<file path="config.mk">
export PLATFORM = sky130hd
export DESIGN_NAME = dmem_arbiter
export DESIGN_NICKNAME = d
export VERILOG_FILES = /design/src/rtl/dlx_mem_pkg.sv /design/src/rtl/rr_arb2.sv /design/src/rtl/dmem_arbiter.sv
export SDC_FILE = /design/constraint.sdc
export NUM_CORES = 1
export LEC_CHECK = 0
export CAP_MARGIN = 10
export CORE_UTILIZATION = 40
export CTS_CLUSTER_DIAMETER = 100
export CTS_CLUSTER_SIZE = 24
export DETAILED_ROUTE_END_ITERATION = 10
export PLACE_DENSITY = 0.8
export SLEW_MARGIN = 20
export SYNTH_ARGS = -nofsm -noshare
export SYNTH_HDL_FRONTEND = slang
export SYNTH_HIERARCHICAL = 1
export SYNTH_SLANG_ARGS = --single-unit
</file>
<file path="constraint.sdc">
create_clock -name clock -period 2.05 [get_ports clock]
set_input_delay 0.41 -clock clock [delete_from_list [all_inputs] [get_ports clock]]
set_output_delay 0.41 -clock clock [all_outputs]
set_load 0.005 [all_outputs]
</file>
<file path="src/rtl/dlx_mem_pkg.sv">
// Shared definitions for the data-memory arbiter: FSM encoding, requester ids
// and default bus/latency parameters.
package dlx_mem_pkg;

    localparam int DEF_AW     = 32;
    localparam int DEF_DW     = 32;
    localparam int DEF_RD_LAT = 1;

    typedef enum logic [1:0] {
        S_IDLE   = 2'd0,
        S_ACCESS = 2'd1,
        S_WAIT   = 2'd2,
        S_RESP   = 2'd3
    } state_t;

    // Requester ids double as bit positions in the req/gnt vectors.
    localparam logic ID_CPU = 1'b0;
    localparam logic ID_DBG = 1'b1;

endpackage

</file>
<file path="src/rtl/rr_arb2.sv">
// Two-way round-robin grant: a lone requester always wins; on a tie the
// requester that was not served last wins.
module rr_arb2
    import dlx_mem_pkg::*;
(
    input  logic [1:0] req,
    input  logic       last,
    output logic [1:0] gnt
);

    always_comb begin
        gnt = req;
        if (req == 2'b11) begin
            gnt = (last == ID_DBG) ? 2'b01 : 2'b10;
        end
    end

endmodule

</file>
<file path="src/rtl/dmem_arbiter.sv">
// Shares one single-port data RAM between the pipeline (cpu) and the
// debug/loader (dbg) port; one transaction in flight at a time.
module dmem_arbiter
    import dlx_mem_pkg::*;
#(
    parameter int AW     = DEF_AW,
    parameter int DW     = DEF_DW,
    parameter int RD_LAT = DEF_RD_LAT
) (
    input  logic          clock,
    input  logic          reset,
    // req/ack handshake: a requester raises req with we/addr/wdata and holds it
    // until its one-cycle ack; rdata is valid in the ack cycle; req drops the
    // cycle after ack, and request fields are only sampled at the grant.
    input  logic          cpu_req,
    input  logic          cpu_we,
    input  logic [AW-1:0] cpu_addr,
    input  logic [DW-1:0] cpu_wdata,
    output logic [DW-1:0] cpu_rdata,
    output logic          cpu_ack,
    output logic          cpu_stall,
    input  logic          dbg_req,
    input  logic          dbg_we,
    input  logic [AW-1:0] dbg_addr,
    input  logic [DW-1:0] dbg_wdata,
    output logic [DW-1:0] dbg_rdata,
    output logic          dbg_ack,
    output logic [AW-1:0] mem_addr,
    output logic [DW-1:0] mem_wdata,
    output logic          mem_wr_en,
    input  logic [DW-1:0] mem_rdata,
    output logic          busy,
    output state_t        fsm_state
);

    localparam logic [1:0] WAIT_INIT = (RD_LAT > 0) ? 2'(RD_LAT - 1) : 2'd0;

    state_t        state;
    logic [1:0]    req_vec;
    logic [1:0]    gnt;
    logic          last_id;
    logic          cur_id;
    logic          cur_we;
    logic [1:0]    wait_cnt;
    logic          win_id;
    logic          win_we;
    logic [AW-1:0] win_addr;
    logic [DW-1:0] win_wdata;
    logic          finish;

    assign req_vec = {dbg_req, cpu_req};

    rr_arb2 u_rr_arb2 (
        .req  (req_vec),
        .last (last_id),
        .gnt  (gnt)
    );

    assign win_id    = gnt[ID_DBG] ? ID_DBG : ID_CPU;
    assign win_we    = (win_id == ID_DBG) ? dbg_we    : cpu_we;
    assign win_addr  = (win_id == ID_DBG) ? dbg_addr  : cpu_addr;
    assign win_wdata = (win_id == ID_DBG) ? dbg_wdata : cpu_wdata;

    // Last ACCESS/WAIT cycle: mem_rdata is valid here for a read.
    assign finish = ((state == S_ACCESS) && (cur_we || (RD_LAT == 0))) ||
                    ((state == S_WAIT) && (wait_cnt == 2'd0));

    assign busy      = (state != S_IDLE);
    assign fsm_state = state;
    assign cpu_stall = cpu_req & ~cpu_ack;

    always_ff @(posedge clock) begin
        if (reset) begin
            state     <= S_IDLE;
            mem_wr_en <= 1'b0;
            cpu_ack   <= 1'b0;
            dbg_ack   <= 1'b0;
            mem_addr  <= '0;
            mem_wdata <= '0;
            cpu_rdata <= '0;
            dbg_rdata <= '0;
            wait_cnt  <= 2'd0;
            last_id   <= ID_DBG;
            cur_id    <= ID_CPU;
            cur_we    <= 1'b0;
        end else begin
            mem_wr_en <= 1'b0;
            case (state)
                S_IDLE: begin
                    if (|gnt) begin
                        cur_id    <= win_id;
                        cur_we    <= win_we;
                        mem_addr  <= win_addr;
                        mem_wdata <= win_wdata;
                        mem_wr_en <= win_we;
                        state     <= S_ACCESS;
                    end
                end
                S_ACCESS: begin
                    if (!finish) begin
                        wait_cnt <= WAIT_INIT;
                        state    <= S_WAIT;
                    end
                end
                S_WAIT: begin
                    if (!finish) begin
                        wait_cnt <= wait_cnt - 2'd1;
                    end
                end
                S_RESP: begin
                    cpu_ack <= 1'b0;
                    dbg_ack <= 1'b0;
                    last_id <= cur_id;
                    state   <= S_IDLE;
                end
                default: state <= S_IDLE;
            endcase

            if (finish) begin
                state   <= S_RESP;
                cpu_ack <= (cur_id == ID_CPU);
                dbg_ack <= (cur_id == ID_DBG);
                if (!cur_we) begin
                    if (cur_id == ID_CPU) cpu_rdata <= mem_rdata;
                    else                  dbg_rdata <= mem_rdata;
                end
            end
        end
    end

endmodule

</file>
Word level (Yosys, flattened, before mapping)
Cells that the tools add are included.
Word-level totals
  memory bits (read-only): 0
  bits in latches: 0
  memory bits (writable): 0
  memories: 0
  bits of input ports: 166
  flip-flop bits (word level): 138
  logic and storage cells: 57
Cells by class
  $add $sub $neg: 1
  eq/ne operators: 7
  mux-type cells: 15
  bitwise logic cells: 6
  shifts and indexed selects: 0
  $mul: 0
  divide/modulo/power cells: 0
  $lt $le $gt $ge: 0
  reductions and logical operators: 16
Operators by type and width (number)
  two-way mux 32 bit: 2
  two-way mux 2 bit: 6
  AND reduction 3 bit: 3
  == test 2 bit, second input constant: 3
  one-hot mux 2 bit (3 select lines): 1
  nonzero test 2 bit: 3
  two-way mux 1 bit: 5
  inverter 1 bit: 5
  logical NOT 2 bit: 2
  inequality test 2 bit, second input constant: 2
  one-hot mux 2 bit (2 select lines): 1
  AND reduction 2 bit: 2
  nonzero test 4 bit: 1
  inequality test 3 bit, second input constant: 1
  OR reduction 3 bit: 1
  == test 2 x 1 -> 1 bit, second input constant: 1
  logical AND 1 bit: 2
  OR reduction 2 bit: 1
  subtractor 2 x 1 -> 2 bit, second input constant: 1
  AND 1 bit: 1
  logical OR 1 bit: 1

Depth between registers and ports, before layout
  depth after elaboration: 6
  mapped depth: 8

Hierarchy
Netlist, hierarchy kept.
Modules (own cells, without submodules)
  dmem_arbiter: cells each 626, area an instance 5916.9 um^2, times used 1, seq. area each 2762.6 um^2
  rr_arb2: cells each 3, area an instance 18.8 um^2, times used 1, seq. area each 0.0 um^2

Least setup slack after synthesis
OpenSTA, ideal clock, no wires.
  path kind: reg-to-reg
  start point: register state[0], in the netlist fsm_state[0]
  end point: register cpu_rdata[28]
  cell stages (with the launch flop): 9
  setup time: 0.132 ns
  data required time: 1.918 ns
  slack: 0.556 ns
  arrival: 1.361 ns
  path through: dfxtp_1 > inv_1 > ha_1 > buf_4 > and4bb_1 > buf_2 > buf_4 > nand2_1 > a21oi_1
Between the ends
  cells in the longest elaborated chain, start to end: 4
  elaborated cells on any way between the ends: 6
  those cells by class: eq/ne: 2; reduce/logical: 4
RTL lines
  from (decl): RTL line dmem_arbiter.sv:38  | state_t state;
  from (signal assigned): RTL line dmem_arbiter.sv:74  | state <= S_IDLE;
  from (signal assigned): RTL line dmem_arbiter.sv:96  | state <= S_ACCESS;
  from (signal assigned): RTL line dmem_arbiter.sv:102  | state <= S_WAIT;
  == test 2 x 1 -> 1 bit or == test 2 bit (tied branches): RTL line dmem_arbiter.sv:65, dmem_arbiter.sv:66
  logical AND 1 bit (on tied branches): RTL line dmem_arbiter.sv:65, dmem_arbiter.sv:66
  logical OR 1 bit (*): RTL line dmem_arbiter.sv:65  | assign finish = ((state == S_ACCESS) && (cur_we || (RD_LAT == 0))) ||
  AND reduction 3 bit (no source line) (*)
  to (signal assigned): RTL line dmem_arbiter.sv:124  | if (cur_id == ID_CPU) cpu_rdata <= mem_rdata;
  to (decl): RTL line dmem_arbiter.sv:19  | output logic [DW-1:0] cpu_rdata,
Every way passes the cells marked *; elsewhere a longest branch is shown, timed or not.
A chain may end at the register's enable or synchronous reset.

Worst setup path after layout
  start point: register state[1], in the netlist fsm_state[1]
  end point: output port busy
Between the ends
  cells in the longest elaborated chain, start to end: 1
RTL lines
  nonzero test 2 bit: RTL line dmem_arbiter.sv:68  | assign busy = (state != S_IDLE);
  to (decl): RTL line dmem_arbiter.sv:32  | output logic busy,
Every way passes these cells.

==> flow_summary.yaml <==
yosys:
  ys_seq_elements: 138
  seq_area_frac_synth_pct: 46.5
  syn_area_um2: 5940
  yosys_warnings: 6
  ys_types: 34
  synth_nets: 800
  synth.avg_cell_area_um2: 9.44
  synthCells: 629
pwr:
  power.density_nw_per_um2: 1170
  p_int_mw: 8.09
  swShare_pct: 30.5
  seqPwrFrac_pct: 31.3
  p_leak_nw: 3.59
  power_mw: 11.6
  pwr-share-clk_pct: 30.2
  p_sw_mw: 3.54
  power_frac_comb_pct: 38.5
  peakVddDrop_v: 0.000757
setup_path:
  cp_max_fo: 5
  end_kind: "output pin"
  worst-setup-path-type: "flop to output pin"
  setup.worst_path.start_class: "flop"
  worst_ep_required_time_ns: 1.64
  worstPathArrival_ns: 1.53
timing:
  skew_ns: 0.00802
  tightestPinTransition_ns: 0.474
  rsz0062_at_grt: "false"
  setup_tns_ns: 0
  finalMaxSlewViolations: 0
  finalHoldViolCount: 0
  slew_headroom_pct: 68.4
  setup_viol: 0
  fmax_ghz: 0.515
  finalCritPeriodShare_pct: 94.8
  fin_crit_ns: 1.94
die:
  fp-row-count: 44
  core_um2: 14500
  dieArea_um2: 15300
  die_h_um: 124
  fp.dieW_um: 124
  initial_core_util_pct: 41.0
  io-pin-count: 301
clock_network:
  clkLatencyLatePin_ns: 0.42
  cts_buffers: 17
  clkTransAtPathRegs_ns: 0.06
  cts.sinks: 138
  clockRootBuffer: "clkbuf_16"
  post_cts_buffers: 0
  cts_tree: "built"
  ctsLongestPathBuffers: 2
  htreeDepth: 4
route:
  dr_wl_met2_um: 9150
  vias: 5519
  via_per_inst: 4.90
  routedLengthMet1_um: 7150
  drt-total-wl_um: 18000
  wl_per_cell_um: 16.0
  detail-route-antenna-nets: 0
  drc: 0
  initialDrtViolationCount: 230
  wl_met3_um: 1220
  top_layer: "met4"
  dr.pass1.iters: 4
job:
  drv_cap: 0
min_path:
  hold_path_class: "input port to flop"
cells_and_area:
  n_antenna_cell: 0
  layout-drive-gt1-share_pct: 13.6
  final_cell_mix: "clkdlybuf4s50_1 (297), dfxtp_1 (137), nand2_1 (133), a21oi_1 (70), nor2_1 (68)"
  nFillCells: 1163
  nets: 1100
  final_common_cell: "clkdlybuf4s50_1"
  area_growth_pct: 66.9
global_route:
  grt_pass1_wl_um: 26900
  grt_max_degree: 51
  track_usage_pct: 23.2
  antenna_found_initial: 0
  grt_pass1_vias: 5223
  grt-ovfl-total: 0
outcome:
  status: "finished clean"
placement:
  dpl.hpwl_um: 13400
  port_buffers: 300
  gp_routability_congestion: 0.775
cells in the mapped netlist, drive strengths merged:
| cell | count | share of area, % |
|---|---|---|
| a21boi | 2 | 0.25 |
| o21ai | 2 | 0.17 |
| o21a | 1 | 0.25 |
| nor3 | 1 | 0.084 |
| and4b | 1 | 0.17 |
| nor2 | 68 | 4.3 |
| a211oi | 65 | 13 |
| nand3b | 3 | 0.38 |
| a22oi | 2 | 0.34 |
| dfxtp | 138 | 47 |
| buf | 42 | 5.3 |
| a221oi | 1 | 0.15 |
| a31o | 1 | 0.15 |
| ha | 5 | 1.1 |
| nor3b | 1 | 0.13 |
| inv | 7 | 0.44 |
| clkbuf | 11 | 0.70 |
| nand4b | 1 | 0.15 |
| nand4bb | 1 | 0.19 |
| nand2 | 133 | 8.4 |
| and4bb | 1 | 0.21 |
| mux2i | 65 | 11 |
| mux2 | 1 | 0.19 |
| nand2b | 2 | 0.21 |
| a21oi | 70 | 5.9 |
| nor2b | 1 | 0.11 |
| a22o | 2 | 0.30 |
| nand3 | 1 | 0.084 |
critical path, stage by stage, from the launching register on:
cell	delay [ns]
dfxtp_1	0.41
inv_1	0.09
ha_1	0.26
inv_1	0.08
clkdlybuf4s15_1	0.28
path summary, 6_finish.rpt:
path                                                 from                        end  slack (ns)  depth (start not counted)
worst min-delay path                                reset  dbg_rdata[8]$_SDFFE_PP0P_        0.41                          2
worst max register to register  fsm_state[0]$_SDFFE_PP0P_  mem_addr[28]$_SDFFE_PP0P_        0.41                          6
worst min register to register  dbg_rdata[2]$_SDFFE_PP0P_  dbg_rdata[2]$_SDFFE_PP0P_        0.45                          2
worst max-delay path            fsm_state[1]$_SDFFE_PP0P_                       busy        0.11                          4
cell type report:
cell class	count	area, um^2	share of cell area (%)
Timing Repair Buffer	334	3400	34.3
Clock inverter	12	218	2.20
Tap cell	184	230	2.32
Multi-Input combinational cell	431	2800	28.3
Inverter	7	26.3	0.265
Sequential cell	138	2760	27.9
Clock buffer	20	467	4.71
state kept, by name, indices dropped and copies added (netlist names):
| register | cells |
|---|---|
| cpu_rdata | 32 |
| dbg_rdata | 32 |
| mem_addr | 32 |
| mem_wdata | 32 |
| fsm_state | 2 |
| wait_cnt | 2 |
| cpu_ack | 1 |
| cur_id | 1 |
| cur_we | 1 |
| dbg_ack | 1 |
| last_id | 1 |
| mem_wr_en | 1 |
cell families (layout without fill, tap and decap cells):
family | Yosys count | after routing | share of synthesized area, %
AOI/OAI and AO/OA | 146 | 146 | 20.4
adders and majority gates | 5 | 5 | 1.05
buffers and inverters | 60 | 373 | 6.47
DFF | 138 | 138 | 46.5
muxes | 66 | 66 | 11.2
and+or+nand+nor | 214 | 214 | 14.4
power groups by stage:
stage	sequential [mW]	combinational (mW)	clock (mW)
finish	3.64	4.48	3.52
global route	3.71	4.86	3.68
CTS	3.64	4.53	3.57
detailed placement	3.68	4.51	0
global placement	3.67	4.41	0
floorplan	3.71	2.37	0
routing by layer:
metal / GRT usage, % / vias to the layer above
li1: - / 2757
met1: 25.8 / 2548
met2: 40.9 / 180
met3: 7.05 / 34
met4: 9.64 / 0
met5: 0 / -
per-stage QoR:
stage | util, % | worst slack, ns | std cells | hold slack (ns) | instance area [um^2]
after global routing | 68.4 | 0.0153 | 1126 | 0.414 | 9900
after global placement | 63.7 | -0.0148 | 1094 | 0.441 | 9220
final | 68.4 | 0.107 | 1126 | 0.414 | 9900
after CTS | 68.4 | 0.0213 | 1126 | 0.399 | 9900
after floorplan | - | 0.556 | 629 | 0.450 | 5940
after detailed placement | 63.7 | -0.135 | 1094 | 0.446 | 9220
timing repair:
item | 4_1_cts | 5_1_grt
cloned | 0 | 0
hold buffers | 0 | 0
pin swaps | 0 | 0
setup endpoints to repair | 1 | 2
gates resized for setup | 1 | 3
Note: power is estimated with default switching activity, not from simulation.
==> variant 1 (same flow settings) <==
Change the package constant `DEF_AW` from 32 to 16.
--- a/src/rtl/dlx_mem_pkg.sv
+++ b/src/rtl/dlx_mem_pkg.sv
@@ -2,7 +2,7 @@
 // and default bus/latency parameters.
 package dlx_mem_pkg;
 
-    localparam int DEF_AW     = 32;
+    localparam int DEF_AW     = 16;
     localparam int DEF_DW     = 32;
     localparam int DEF_RD_LAT = 1;
 
Interface: changed (resized cpu_addr, dbg_addr and mem_addr); port bits go from 301 to 253. The function was not compared with the original's and may differ.
==> variant 1 against the original RTL <==
Count of clock-buffer cells in the layout up 3; clock power fell by 20%; design area is 16% lower; wire length shrank 17%; total power is 18% lower; clock skew increased by 5.7 ps; synthesized area decreased by 15%; register-to-register slack worse by 50 ps; hold slack gained 39 ps; non-clock buffer count fell by 65; global-route usage down 0.32 points; sequential cell count is 16 lower; maximum frequency is 3.7% lower; setup slack worse by 74 ps.
==> variant 1: results (changes against the original RTL) <==
| Metric | Value |
|---|---|
| Run status | completed |
| Reg2Reg Setup Slack | 360 ps (-50 ps) |
| CTS Buffer Depth | 2 (unchanged) |
| Final nets | 939 (-15%) |
| Crit Path Max Fanout | 3 (-2) |
| Top cells by area, synth | dfxtp_1 49%, nand2_1 9.9%, mux2i_1 9.7% |
| Setup violators final | 0 (unchanged) |
| Hold-critical path endpoint | dbg_rdata[15] |
| Post-CTS setup buffer count | 0 (unchanged) |
| Largest net degree at the start of global routing | 57 (+12%) |
| GP Congestion | 0.786 (+1.4%) |
| VDD IR max | 779 uV (+2.9%) |
| Drt via density | 4.91 (+0.26%) |
| Post-synth top area share | 48.5% (+2.0 points) |
| Clock Tree Root | clkbuf_16 |
| # resized after CTS | 4 (+3) |
| Share of cells above drive strength 1 | 10.6% (-3.0 points) |
| Drt initial violations | 209 (-9.1%) |
| Worst slew margin | 67.6% (-0.78 points) |
| DRT Wirelength | 14.9 mm (-17%) |
| DP Area | 0.00777 mm2 (-16%) |
| Fill cells | 969 (-17%) |
| Synthesis Warnings | 6 (unchanged) |
| CP startpoint | cpu_req |
| Synth Net Count | 698 (-13%) |
| Clock transition at path regs | 50 ps |
| Overall Global Routing Usage | 22.9% (-0.32 points) |
| Later-pin clock latency in the skew report | 400 ps (-20 ps) |
| Cell variety after synth | 33 (-2.9%) |
| Vias in the first global route | 4819 (-7.7%) |
| Worst min path class | reg -> reg |
| Critical path arrival | 1610 ps (+80 ps) |
| Most frequent cells after synthesis | 133 x nand2_1, 122 x dfxtp_1, 70 x a21oi_1 |
| Reg2reg end | dbg_rdata[14] |
| Largest registers | cpu_rdata: 32 flops, dbg_rdata: 32 flops, mem_wdata: 32 flops |
| Leakage | 2.98 nW (-17%) |
| First-pass GRT wire length | 23.2 mm (-14%) |
| Dpl ws | -41.2 ps (+94.2 ps) |
| Worst min-delay path startpoint | dbg_rdata[15] |
| Number of I/O port buffers | 252 (-16%) |
| Sequential element share of the synthesized area | 48.5% (+2.0 points) |
| R2R depth | 6 (unchanged) |
| Origin of the critical flop-to-flop path | fsm_state[0] |
| DPL Wire Length | 11.1 mm (-17%) |
| Hold Path Depth | 2 (unchanged) |
| Worst Skew | 13.8 ps (+5.74 ps) |
-- variant 1: changes by cell type after synthesis, moves of 8 or more --
cell | before | now
a211oi_2 | 55 | 30
dfxtp_1 | 138 | 122
mux2i_1 | 65 | 49
nor2_1 | 68 | 52
buf_2 | 13 | 24
a211oi_1 | 10 | 19
buf_6 | 13 | 4
buf_4 | 12 | 4
-- variant 1: per-stage QoR --
stage                     setup TNS (ps)  cells  util, %  hold WS [ps]
after floorplan                        0    559        -           450
after global placement                 0    949     64.1           442
after detailed placement           -76.7    949     64.1           446
after CTS                              0    980     68.8           452
after global routing                   0    980     68.8           471
final                                  0    980     68.8           453
-- variant 1: worst max path at each step --
stage / cells after the start / to / slack [ps]
6_report: 3 / cpu_stall / 30
3_5_place_dp: 6 / fsm_state[0] / -40
4_1_cts: 3 / cpu_stall / 30
3_3_place_gp: 3 / cpu_stall / 20
2_1_floorplan: 6 / fsm_state[1] / 470
5_1_grt: 3 / cpu_stall / 10
-- variant 1: layout make-up --
cell class | instances | share of cell area [%]
clock inverters | 8 | 0.810
multi-input cells | 383 | 28.0
flip-flops and latches | 122 | 29.3
clock buffers | 23 | 5.97
inverters | 7 | 0.315
repair buffers | 269 | 33.1
well taps | 168 | 2.52
-- variant 1: cell families (layout without fill, tap and decap cells) --
kind of cell | Yosys count | in the layout | share of synthesized area, %
muxes | 50 | 50 | 9.97
buffers and inverters | 54 | 307 | 5.52
AOI/OAI and AO/OA | 130 | 130 | 18.9
adders and majority gates | 5 | 5 | 1.24
and+or+nand+nor | 198 | 198 | 15.8
DFF | 122 | 122 | 48.5
-- variant 1: power by group --
part           switching, mW  internal [mW]  total [mW]
logic                   1.65           1.93        3.58
clock network           1.00           1.81        2.81
registers              0.287           2.89        3.17
total                   2.94           6.62        9.56
-- variant 1: worst max-delay path, cell delays in order --
cell and delay [ps]:
clkdlybuf4s50_1 540, nor2b_1 150, clkdlybuf4s50_1 500
-- variant 1: layer usage --
layer / GRT usage (%) / part of all wire [%] / wire length (um) / vias up
met1: 24.5 / 39 / 5900 / 2292
met3: 5.98 / 5.0 / 744 / 19
met2: 42.3 / 54 / 7990 / 124
met5: 0 / 0 / 0 / -
li1: - / - / - / 2381
met4: 9.78 / 2.0 / 300 / 0
==> variant 2 (config.mk and constraints unchanged) <==
Without the edit above. Register the output `dbg_rdata` once more, without a reset; this adds one clock of latency there. The other outputs are not delayed to match.
--- a/src/rtl/dmem_arbiter.sv
+++ b/src/rtl/dmem_arbiter.sv
@@ -34,6 +34,8 @@
 );
 
     localparam logic [1:0] WAIT_INIT = (RD_LAT > 0) ? 2'(RD_LAT - 1) : 2'd0;
+
+    logic [DW-1:0] dbg_rdata_s0;
 
     state_t        state;
     logic [1:0]    req_vec;
@@ -78,7 +80,7 @@
             mem_addr  <= '0;
             mem_wdata <= '0;
             cpu_rdata <= '0;
-            dbg_rdata <= '0;
+            dbg_rdata_s0 <= '0;
             wait_cnt  <= 2'd0;
             last_id   <= ID_DBG;
             cur_id    <= ID_CPU;
@@ -122,11 +124,15 @@
                 dbg_ack <= (cur_id == ID_DBG);
                 if (!cur_we) begin
                     if (cur_id == ID_CPU) cpu_rdata <= mem_rdata;
-                    else                  dbg_rdata <= mem_rdata;
+                    else                  dbg_rdata_s0 <= mem_rdata;
                 end
             end
         end
     end
 
+    always_ff @(posedge clock) begin
+        dbg_rdata <= dbg_rdata_s0;
+    end
+
 endmodule
 
Function: changed (a bounded check fails within 4 cycles, from zero or initial values and one cycle with reset high).
==> variant 2 against the original RTL <==
Core utilization decreased by 2.9 points; sequential power increased by 18%; total power increased by 2.7%; synthesized area rose by 11%; setup slack better by 69 ps; wire length is 0.18% higher; sequential cell count up 32; synthesized cell count grew 5.1%; design area grew 5.4%; first-iteration DRC count grew 15%; sequential share of layout area rose by 4.7 points; maximum frequency increased by 3.7%; via count increased by 2.1%; largest power group unchanged; highest routed layer unchanged.
==> variant 2: results (changes against the original RTL) <==
| Metric | Value |
|---|---|
| Met3 wire length | 837 um (-31%) |
| Clock transition at path regs | 60 ps (about the same) |
| Leakage | 3.74 nW (+4.2%) |
| DPL Wire Length | 13.1 mm (-2.0%) |
| Overall Global Routing Usage | 21.4% (-1.8 points) |
| Post-synthesis mux area share | 10.1% (-1.1 points) |
| Drt wl/cell | 15.4 um (-3.9%) |
| Synth Net Count | 832 (+4.0%) |
| # resized after CTS | 3 (+2) |
| DRT Wirelength | 18.0 mm (+0.18%) |
| Delay-heaviest family, CP | buffers and inverters |
| Worst slew margin | 69.1% (+0.76 points) |
| CP startpoint | fsm_state[0] |
| Synth async-reset ratio | 0% (unchanged) |
| CP peak stage delay | 360 ps (-50 ps) |
| DP Area | 0.00981 mm2 (+6.5%) |
| Vias | 5633 (+2.1%) |
| Sequential element share of the synthesized area | 51.8% (+5.2 points) |
| Post-Synth Adder-Cell Area | 0.952% (-0.10 points) |
| Run status | completed |
| Largest net degree at the start of global routing | 60 (+18%) |
| Reg2reg end | cpu_rdata[17] |
| GP Congestion | 0.751 (-3.0%) |
| Vias in the first global route | 5517 (+5.6%) |
| Later-pin clock latency in the skew report | 420 ps (about the same) |
| Critical path arrival | 1460 ps (-70 ps) |
| Crit-path slowest cell | dfxtp_2 |
| Most frequent cells after synthesis | 170 x dfxtp_1, 133 x nand2_1, 70 x a21oi_1 |
| VDD IR max | 571 uV (-25%) |
| Fill cells | 1330 (+14%) |
| Worst min path class | reg -> reg |
| Share of cells above drive strength 1 | 11.6% (-2.0 points) |
| Avg Inst Size Synth | 9.95 um2 (+5.4%) |
| DP Cell Count | 1142 (+4.4%) |
| Top cells by area, synth | dfxtp_1 52%, a211oi_2 10%, mux2i_1 9.9% |
| Drt initial violations | 265 (+15%) |
| Synth Area in Compound Gates | 18.4% (-2.0 points) |
| Clock Tree Root | clkbuf_16 |
| Met2 WL post-DR | 9.61 mm (+5.0%) |
| First-pass GRT wire length | 27.8 mm (+3.6%) |
| Worst Skew | 9.20 ps (+1.18 ps) |
| Met1 Wirelength | 7.09 mm (-0.78%) |
variant 2: cell types whose count changed after synthesis, sizes merged:
cell,unedited run,this run
dfxtp,138,170
variant 2: routing by layer:
| metal | global-route usage, % | up-vias |
|---|---|---|
| met1 | 23.8 | 2623 |
| li1 | - | 2826 |
| met5 | 0 | - |
| met3 | 4.72 | 33 |
| met2 | 39.2 | 151 |
| met4 | 9.10 | 0 |
variant 2: final cells by class:
| type | instances | area [um2] | area share, % |
|---|---|---|---|
| clock buffer | 21 | 460 | 4.41 |
| clock inverter | 11 | 159 | 1.52 |
| multi-input combinational | 431 | 2800 | 26.8 |
| timing repair buffer | 318 | 3320 | 31.8 |
| tap | 216 | 270 | 2.59 |
| sequential | 170 | 3410 | 32.6 |
| inverter | 7 | 26.3 | 0.252 |
variant 2: per-stage QoR:
| stage | setup WS, ps | TNS (ps) |
|---|---|---|
| after global routing | 93.7 | 0 |
| final | 176 | 0 |
| after CTS | 13.5 | 0 |
| after global placement | -53.7 | -1070 |
| after detailed placement | -103 | -3270 |
| after floorplan | 551 | 0 |
variant 2: how the worst min path moves through the flow:
| stage | slack (ps) | end | startpoint | cells past startpoint |
|---|---|---|---|---|
| global placement | 330 | dbg_rdata[1] | dbg_rdata_s0[1] | 0 |
| finish | 350 | dbg_rdata[26] | dbg_rdata_s0[26] | 0 |
| floorplan | 330 | dbg_rdata[0] | dbg_rdata_s0[0] | 0 |
| detailed placement | 340 | dbg_rdata[10] | dbg_rdata_s0[10] | 0 |
| global route | 350 | dbg_rdata[10] | dbg_rdata_s0[10] | 0 |
| CTS | 350 | dbg_rdata[29] | dbg_rdata_s0[29] | 0 |
variant 2: report_power, final:
group,switching [mW],internal [mW],total [mW]
clock network,1.32,2.01,3.33
logic,2.01,2.33,4.34
registers,0.339,3.94,4.28
